--- config.mk ---
export PLATFORM = sky130hd
export DESIGN_NAME = simd_wb_queue
export DESIGN_NICKNAME = d
export VERILOG_FILES = /design/src/rtl/simd_wb_pkg.sv /design/src/rtl/simd_wb_fifo.sv /design/src/rtl/simd_wb_queue.sv
export SDC_FILE = /design/constraint.sdc
export NUM_CORES = 1
export LEC_CHECK = 0
export BUFFER_PORTS_ARGS = -buffer_cell sky130_fd_sc_hd__clkbuf_2
export CAP_MARGIN = 25
export CORE_MARGIN = 2
export CORE_UTILIZATION = 51
export CTS_CLUSTER_SIZE = 16
export DETAILED_ROUTE_END_ITERATION = 6
export HOLD_SLACK_MARGIN = 0.03
export PLACE_DENSITY = 0.79
export SYNTH_ARGS = -nofsm -noshare
export SYNTH_HDL_FRONTEND = slang
export SYNTH_SLANG_ARGS = --single-unit
--- constraint.sdc ---
create_clock -name clk -period 3.87 [get_ports clk]
set_input_delay 1.161 -clock clk [delete_from_list [all_inputs] [get_ports clk]]
set_output_delay 1.161 -clock clk [all_outputs]
set_load 0.03 [all_outputs]
--- src/rtl/simd_wb_pkg.sv ---
// Shared types for the SIMD writeback queue: result layout, queue entry and unit latency.
package simd_wb_pkg;

  localparam int SIMD_LAT   = 2;
  localparam int SIMD_TAG_W = 9;

  typedef struct packed {
    logic [1:0]  ptype;
    logic        pad1;
    logic [31:0] hi;
    logic        pad0;
    logic [31:0] lo;
  } simd_res_t;

  typedef struct packed {
    logic [SIMD_TAG_W-1:0] tag;
    simd_res_t             res;
  } wb_entry_t;

endpackage

--- src/rtl/simd_wb_fifo.sv ---
// DEPTH-entry synchronous FIFO with flush; exposes the next-cycle count for credit tracking.
module simd_wb_fifo
  import simd_wb_pkg::*;
#(
  parameter  int DEPTH = 4,
  parameter  int W     = SIMD_TAG_W + $bits(simd_res_t),
  localparam int CNT_W = $clog2(DEPTH + 1),
  localparam int PTR_W = $clog2(DEPTH)
) (
  input  logic             clk,
  input  logic             rst,
  input  logic             push,
  input  logic             pop,
  input  logic             flush,
  input  logic [W-1:0]     push_data,
  output logic [W-1:0]     head,
  output logic [CNT_W-1:0] count,
  output logic [CNT_W-1:0] count_next
);

  logic [W-1:0]     mem_q [DEPTH];
  logic [W-1:0]     mem_d [DEPTH];
  logic [PTR_W-1:0] rd_ptr_q, rd_ptr_d;
  logic [PTR_W-1:0] wr_ptr_q, wr_ptr_d;
  logic [CNT_W-1:0] count_q, count_d;
  logic             do_push, do_pop;

  assign do_push = push & ~flush;
  assign do_pop  = pop & ~flush & (count_q != '0);

  always_comb begin
    mem_d    = mem_q;
    rd_ptr_d = rd_ptr_q;
    wr_ptr_d = wr_ptr_q;
    count_d  = count_q;
    if (flush) begin
      rd_ptr_d = '0;
      wr_ptr_d = '0;
      count_d  = '0;
    end else begin
      if (do_push) begin
        mem_d[wr_ptr_q] = push_data;
        wr_ptr_d        = wr_ptr_q + 1'b1;
      end
      if (do_pop) begin
        rd_ptr_d = rd_ptr_q + 1'b1;
      end
      count_d = count_q + CNT_W'(do_push) - CNT_W'(do_pop);
    end
  end

  always_ff @(posedge clk) begin
    if (rst) begin
      rd_ptr_q <= '0;
      wr_ptr_q <= '0;
      count_q  <= '0;
    end else begin
      rd_ptr_q <= rd_ptr_d;
      wr_ptr_q <= wr_ptr_d;
      count_q  <= count_d;
    end
  end

  always_ff @(posedge clk) begin
    mem_q <= mem_d;
  end

  assign head       = mem_q[rd_ptr_q];
  assign count      = count_q;
  assign count_next = count_d;

endmodule

--- src/rtl/simd_wb_queue.sv ---
// Tracks SIMD op tags through the unit latency, queues results for writeback and throttles issue.
// Optional SIMD_WB_BYPASS_EN: an arrival into an empty queue is presented on wb_* the same cycle.
module simd_wb_queue
  import simd_wb_pkg::*;
#(
  parameter int DEPTH = 4,
  parameter int TAG_W = SIMD_TAG_W,
  parameter int LAT   = SIMD_LAT
) (
  input  logic             clk,
  input  logic             rst,
  input  logic             issue_en,
  input  logic [TAG_W-1:0] issue_tag,
  output logic             issue_stall,
  input  logic [67:0]      simd_res,
  input  logic             flush,
  output logic             wb_valid,
  input  logic             wb_ready,
  output logic [TAG_W-1:0] wb_tag,
  output logic [67:0]      wb_data,
  output logic             ovf_err
);

  localparam int CNT_W = $clog2(DEPTH + 1);
  localparam int ENT_W = TAG_W + $bits(simd_res_t);
  localparam logic [CNT_W-1:0] FULL_CNT = CNT_W'(DEPTH);

  // Valid/ready: an entry transfers on any cycle where wb_valid and wb_ready are both high.
  logic [LAT-1:0]   vld_q, vld_d;
  logic [TAG_W-1:0] tag_q [LAT];
  logic [TAG_W-1:0] tag_d [LAT];
  logic             issue_stall_q, issue_stall_d;
  logic             ovf_err_q, ovf_err_d;
  logic [CNT_W-1:0] count, count_next;
  logic [ENT_W-1:0] head;
  logic [TAG_W-1:0] arr_tag;
  simd_res_t        arr_res;
  logic             arrival, bypass, fifo_full, push, pop;

  always_comb begin
    vld_d = vld_q;
    tag_d = tag_q;
    for (int i = LAT - 1; i > 0; i--) begin
      vld_d[i] = vld_q[i-1];
      tag_d[i] = tag_q[i-1];
    end
    vld_d[0] = issue_en;
    tag_d[0] = issue_tag;
    if (flush) begin
      vld_d = '0;
    end
  end

  assign arrival   = vld_q[LAT-1];
  assign arr_tag   = tag_q[LAT-1];
  assign arr_res   = simd_res;
  assign fifo_full = (count == FULL_CNT);

`ifdef SIMD_WB_BYPASS_EN
  assign bypass = arrival & (count == '0) & ~flush;
`else
  assign bypass = 1'b0;
`endif

  assign wb_valid         = (count != '0) | bypass;
  assign {wb_tag, wb_data} = bypass ? {arr_tag, arr_res} : head;
  assign pop              = (count != '0) & wb_ready;
  // A full queue still accepts an arrival when the head leaves in the same cycle.
  assign push             = arrival & ~(bypass & wb_ready) & (~fifo_full | pop);

  always_comb begin
    ovf_err_d     = ovf_err_q | (arrival & fifo_full & ~pop & ~flush);
    issue_stall_d = (int'(count_next) + $countones(vld_d)) >= DEPTH;
  end

  simd_wb_fifo #(
    .DEPTH (DEPTH),
    .W     (ENT_W)
  ) u_fifo (
    .clk        (clk),
    .rst        (rst),
    .push       (push),
    .pop        (pop),
    .flush      (flush),
    .push_data  ({arr_tag, arr_res}),
    .head       (head),
    .count      (count),
    .count_next (count_next)
  );

  always_ff @(posedge clk) begin
    if (rst) begin
      vld_q         <= '0;
      issue_stall_q <= 1'b0;
      ovf_err_q     <= 1'b0;
    end else begin
      vld_q         <= vld_d;
      issue_stall_q <= issue_stall_d;
      ovf_err_q     <= ovf_err_d;
    end
  end

  always_ff @(posedge clk) begin
    tag_q <= tag_d;
  end

  assign issue_stall = issue_stall_q;
  assign ovf_err     = ovf_err_q;

endmodule

Yosys cells after proc, flatten, opt, wreduce, memory -nomap -nowiden:

Index checks and enable logic that the tools add are counted.
W data, S select, Z words.

* add/sub/neg operators: 6
* order comparisons: 4
* equality and inequality tests: 1
* reduce and logical (&&, ||, !) cells: 4
* mux-type cells: 8
* bitwise operators: 15

Operators with widths (number)
* $bwmux W308: 1
* $mux W77: 3
* $bmux W77 S2: 1
* $demux W77 S2: 1
* $and A1 B1 Y1: 8
* $ge A3 B3 Y1 const B: 2
* $not A2 Y3: 2
* $add A2 B1 Y2 const B: 2
* $add A3 B2 Y4: 1
* $ge A4 B3 Y1 const B: 1
* $add A3 B1 Y3: 1
* $eq A3 B3 Y1 const B: 1
* $lt A3 B1 Y1 const B: 1
* $mux W3: 1
* $not A1 Y1: 3
* $reduce_bool A3 Y1: 1
* $sub A3 B1 Y3: 1
* $add A1 B1 Y2: 1
* $mux W2: 1
* $or A1 B1 Y1: 2
* $reduce_and A2 Y1: 1
* $reduce_or A2 Y1: 1
* $logic_and A1 B1 Y1: 1

* register bits: 337
* word-level logic and storage cells: 50
* output and inout bits: 80
* input port bits: 82

Depth between registers and ports, before layout:

* depth in word-level cells: 10
* gate-level depth with buffers: 10

Modules after synthesis:

From an unflattened synthesis, not the netlist that was laid out.

* cells, all modules: 485
* area total of the unflattened synthesis: 12194.2 µm²

Modules (own cells, without submodules)
* simd_wb_fifo: sequential area each 9389.0 µm², cells an instance 449, area an instance 11643.7 µm², instances 1
* simd_wb_queue: sequential area each 440.4 µm², cells an instance 36, area an instance 550.5 µm², instances 1

Least setup slack after synthesis:

OpenSTA, ideal clock, no wires.

* path kind: in2reg
* from: input port flush
* to: register u_fifo.mem_q[0] (netlist bit) (enable)
* stages: 2
* arrival time: 3265 ps
* setup slack: 160 ps
* buffers on the path: 0
* cells stage by stage: nor2b_1 and3_1

* longest elaborated chain between the ends: 3

RTL lines
* start, declared: line simd_wb_queue.sv:16 `input logic flush,`
* $not A1 Y1 (no line) (*)
* $and A1 B1 Y1: line simd_wb_fifo.sv:28 `assign do_push = push & ~flush;`
* $reduce_and A2 Y1 (no line) (*)
* end signal, assigned: line simd_wb_fifo.sv:65 `mem_q <= mem_d;`
* end, declared: line simd_wb_fifo.sv:21 `logic [W-1:0] mem_q [DEPTH];`

Mark *: on every way between the ends. The rest lies on a longest branch, timed or not.
A chain may end at the register's enable or synchronous reset.

Worst setup path after layout:

* from: register u_fifo.rd_ptr_q[1]
* to: output port wb_data[5]

* longest elaborated chain between the ends: 4

RTL lines
* start, declared: line simd_wb_fifo.sv:23 `logic [PTR_W-1:0] rd_ptr_q, rd_ptr_d;`
* start signal, assigned: line simd_wb_fifo.sv:58 `rd_ptr_q <= rd_ptr_d;`
* $not A2 Y3 (implied by the code): line simd_wb_fifo.sv:68 `assign head = mem_q[rd_ptr_q];`
* $bmux W77 S2: line simd_wb_fifo.sv:68
* $mux W77 (implied by the code) (2 in series): line simd_wb_fifo.sv:68
* end, declared: line simd_wb_queue.sv:20 `output logic [67:0] wb_data,`

No other way between the ends. The select of a mux whose other input is x is not followed.

==> results.sh <==
export IMPL_min_period_over_period=0.909
export IMPL_hold_path_class="register to register"
export IMPL_r2r_start="u_fifo.count[1]"
export IMPL_max_freq_mhz=284
export IMPL_setup_viol=0
export IMPL_finalNetCount=764
export IMPL_drv_cap=0
export IMPL_power_density_mw_per_mm2=505
export IMPL_ios=162
export IMPL_ys_types=32
export IMPL_rows=56
export IMPL_cts_buffers=34
export IMPL_hold_viol_final=0
export IMPL_regArea_sq_mm=0.00984
export IMPL_finClkSkew_ns=0.0144
export IMPL_hpwl_mm=13.1
export IMPL_syn_area_sq_mm=0.0121
export IMPL_portBuffers=161
export IMPL_syn2layout_area_growth_pct=19.4
export IMPL_vdd_drop_max_mv=0.288
export IMPL_clk_pin_slew_ns=0.07
export IMPL_path_cells="buf_4 > mux4_1 > clkbuf_2"
export IMPL_cts_setup_buffers=0
export IMPL_slowest_stage="dfxtp_4"
export IMPL_ys_warn_count=0
export IMPL_antenna_cells=0
export IMPL_ctsHoldBuffers=0
export IMPL_cts_tree="done"
export IMPL_slew_violations=0
export IMPL_core_sq_mm=0.0234
export IMPL_yosysSeqAreaShare=0.809
export IMPL_clock_sinks=337
export IMPL_start_util=0.519
export IMPL_tightestPinTransition_ns=0.861
export IMPL_status="finished, final reports clean"
export IMPL_clockBufferDepth=3
export IMPL_holdCritStartpoint="tag_d[7]"
export IMPL_post_synth_cell_area_avg_sq_um=25.1
export IMPL_start_kind="register"
export IMPL_stdcell_area_sq_mm=0.0145
export IMPL_dieWidth_microns=158
export IMPL_p_leak_nw=4.91
export IMPL_multi_input_area_sq_mm=0.00215
export IMPL_fill_cells=1623
export IMPL_wirelength_mm=21.3
export IMPL_slowest_delay_ns=0.90
export IMPL_drive_gt1_frac=0.425
export IMPL_setup_ws_ns=0.352
export IMPL_critPathKind="register to primary output"
export IMPL_grt_remaining_overflow=0
export IMPL_h_tree_depth=2
export IMPL_finalSetupTns_ns=0
export IMPL_ys_ff_latch=337
export IMPL_grt_pass1_vias=5763
export IMPL_grt_max_degree=57
export IMPL_finalCriticalPeriod_ns=3.52
export IMPL_die_y_microns=158
export IMPL_via_per_inst=5.42
export IMPL_root_buffer="clkbuf_16"
export IMPL_ant_nets=0
export IMPL_dr_first_iter_drc_count=371
export IMPL_dieArea_sq_mm=0.0251
export IMPL_cts_repair_resized=0
export IMPL_post_place_ws_ns=0.588
export IMPL_post_drt_wl_per_cell_microns=20.9
export IMPL_clock_latency_ns=0.49
export IMPL_track_usage=0.171
export IMPL_cp_max_fo=56
export IMPL_crit_path_start="u_fifo.rd_ptr_q[1]"
export IMPL_dpl_instance_area_sq_mm=0.0134
export IMPL_vias=5503
export IMPL_end_kind="primary output"
export IMPL_antenna_found_initial=1
export IMPL_dr_pass1_iters=4
export IMPL_required_ns=2.71
export IMPL_drc=0
export IMPL_worst_ep_arrival_time_ns=2.36
export IMPL_slew_headroom=0.426
export IMPL_gp_congestion=0.751
export IMPL_rsz0062_at_grt="no"
export IMPL_grt_pass1_wl_mm=31.8
export IMPL_synthCells=484
export IMPL_syn_nets=574
==> cell type report <==
type,count,share of cell area
clock buffers,45,0.0674
repair buffers,172,0.0665
well taps,319,0.0275
inverters,6,0.00155
flip-flops and latches,337,0.679
clock inverters,14,0.00993
multi-input cells,123,0.148
==> power breakdown <==
group	internal, W	total, W	switching (W)
Sequential	0.00398	0.00399	0.00000738
Combinational	0.0000406	0.000102	0.0000611
Clock	0.00197	0.00323	0.00126
Total	0.00600	0.00732	0.00133
==> worst paths after layout <==
| path | to | slack (ns) | cells past startpoint |
|---|---|---|---|
| worst max-delay path | wb_data[5] | 0.35 | 3 |
| worst min-delay path | arr_tag[7] | 0.33 | 0 |
| worst max register to register | issue_stall | 1.36 | 10 |
| worst min register to register | arr_tag[7] | 0.33 | 0 |
==> cells in the mapped netlist <==
library cell,instances,area share
nor3b_1,1,0.00062
mux4_1,9,0.019
nor4b_1,1,0.00072
a21boi_0,1,0.00062
and3_1,4,0.0021
or3_1,2,0.0010
buf_6,8,0.0074
xnor2_1,2,0.0014
fa_1,1,0.0016
edfxtp_1,308,0.76
nor2b_1,3,0.0015
nand3_1,1,0.00041
ha_1,7,0.0072
buf_12,1,0.0016
dfxtp_1,29,0.048
mux2i_1,2,0.0016
inv_1,6,0.0019
a21oi_1,1,0.00041
and2_1,4,0.0021
a22o_1,1,0.00072
nand2_1,3,0.00093
nor3_1,2,0.00082
buf_2,7,0.0029
nor2_1,3,0.00093
nand3b_4,1,0.0016
a21boi_1,1,0.00062
or4b_1,1,0.00082
mux4_2,68,0.13
o21ai_0,2,0.00082
nand2b_1,1,0.00052
buf_4,2,0.0012
a21o_1,1,0.00062
==> worst max-delay path, delay by kind of cell (launching register included) <==
| kind | cells | cell delay [ns] |
|---|---|---|
| flip-flops | 1 | 0.90 |
| multiplexers | 1 | 0.36 |
| buffers and inverters | 2 | 0.55 |
==> cell families after synthesis <==
| logic type | Yosys count | share of synthesized area |
|---|---|---|
| adders and majority gates | 8 | 0.00886 |
| xor gates and xnor gates | 2 | 0.00144 |
| and+or+nand+nor | 27 | 0.0141 |
| muxes | 79 | 0.147 |
| AOI/OAI and AO/OA | 7 | 0.00381 |
| buffers and inverters | 24 | 0.0150 |
| DFF | 337 | 0.809 |
==> through the flow <==
stage	util	power, W	std cells	hold WS, ns
final	0.619	0.00732	1016	0.325
after floorplan	-	0.00409	484	0.310
after global routing	0.619	0.00753	1016	0.332
after CTS	0.619	0.00739	1016	0.326
after detailed placement	0.571	0.00417	957	0.312
after global placement	0.571	0.00416	957	0.313
==> metal layers <==
layer	GRT usage	part of all wire	wire length, microns
met2	0.293	0.51	10900
met4	0.0493	0.020	423
met5	0	0	0
met1	0.219	0.41	8800
met3	0.0419	0.053	1130
==> registers in the layout, summed over array words and instances (netlist names) <==
name / count
issue_stall: 1
ovf_err: 1
u_fifo.count: 3
tag_d: 9
vld_q: 2
u_fifo.rd_ptr_q: 2
u_fifo.mem_q: 308
arr_tag: 9
u_fifo.wr_ptr_q: 2
==> cells in the final DEF, fill, tap and decap left out, drive strengths merged, types with 3 or more instances in the layout <==
cell	instances
nor2	3
clkinv	10
dfxtp	29
mux4	77
and3	4
clkbuf	206
buf	11
ha	7
inv	6
nor2b	3
edfxtp	308
and2	4
nand2	3
bufinv	3
Power figures use the tool's default switching activity.
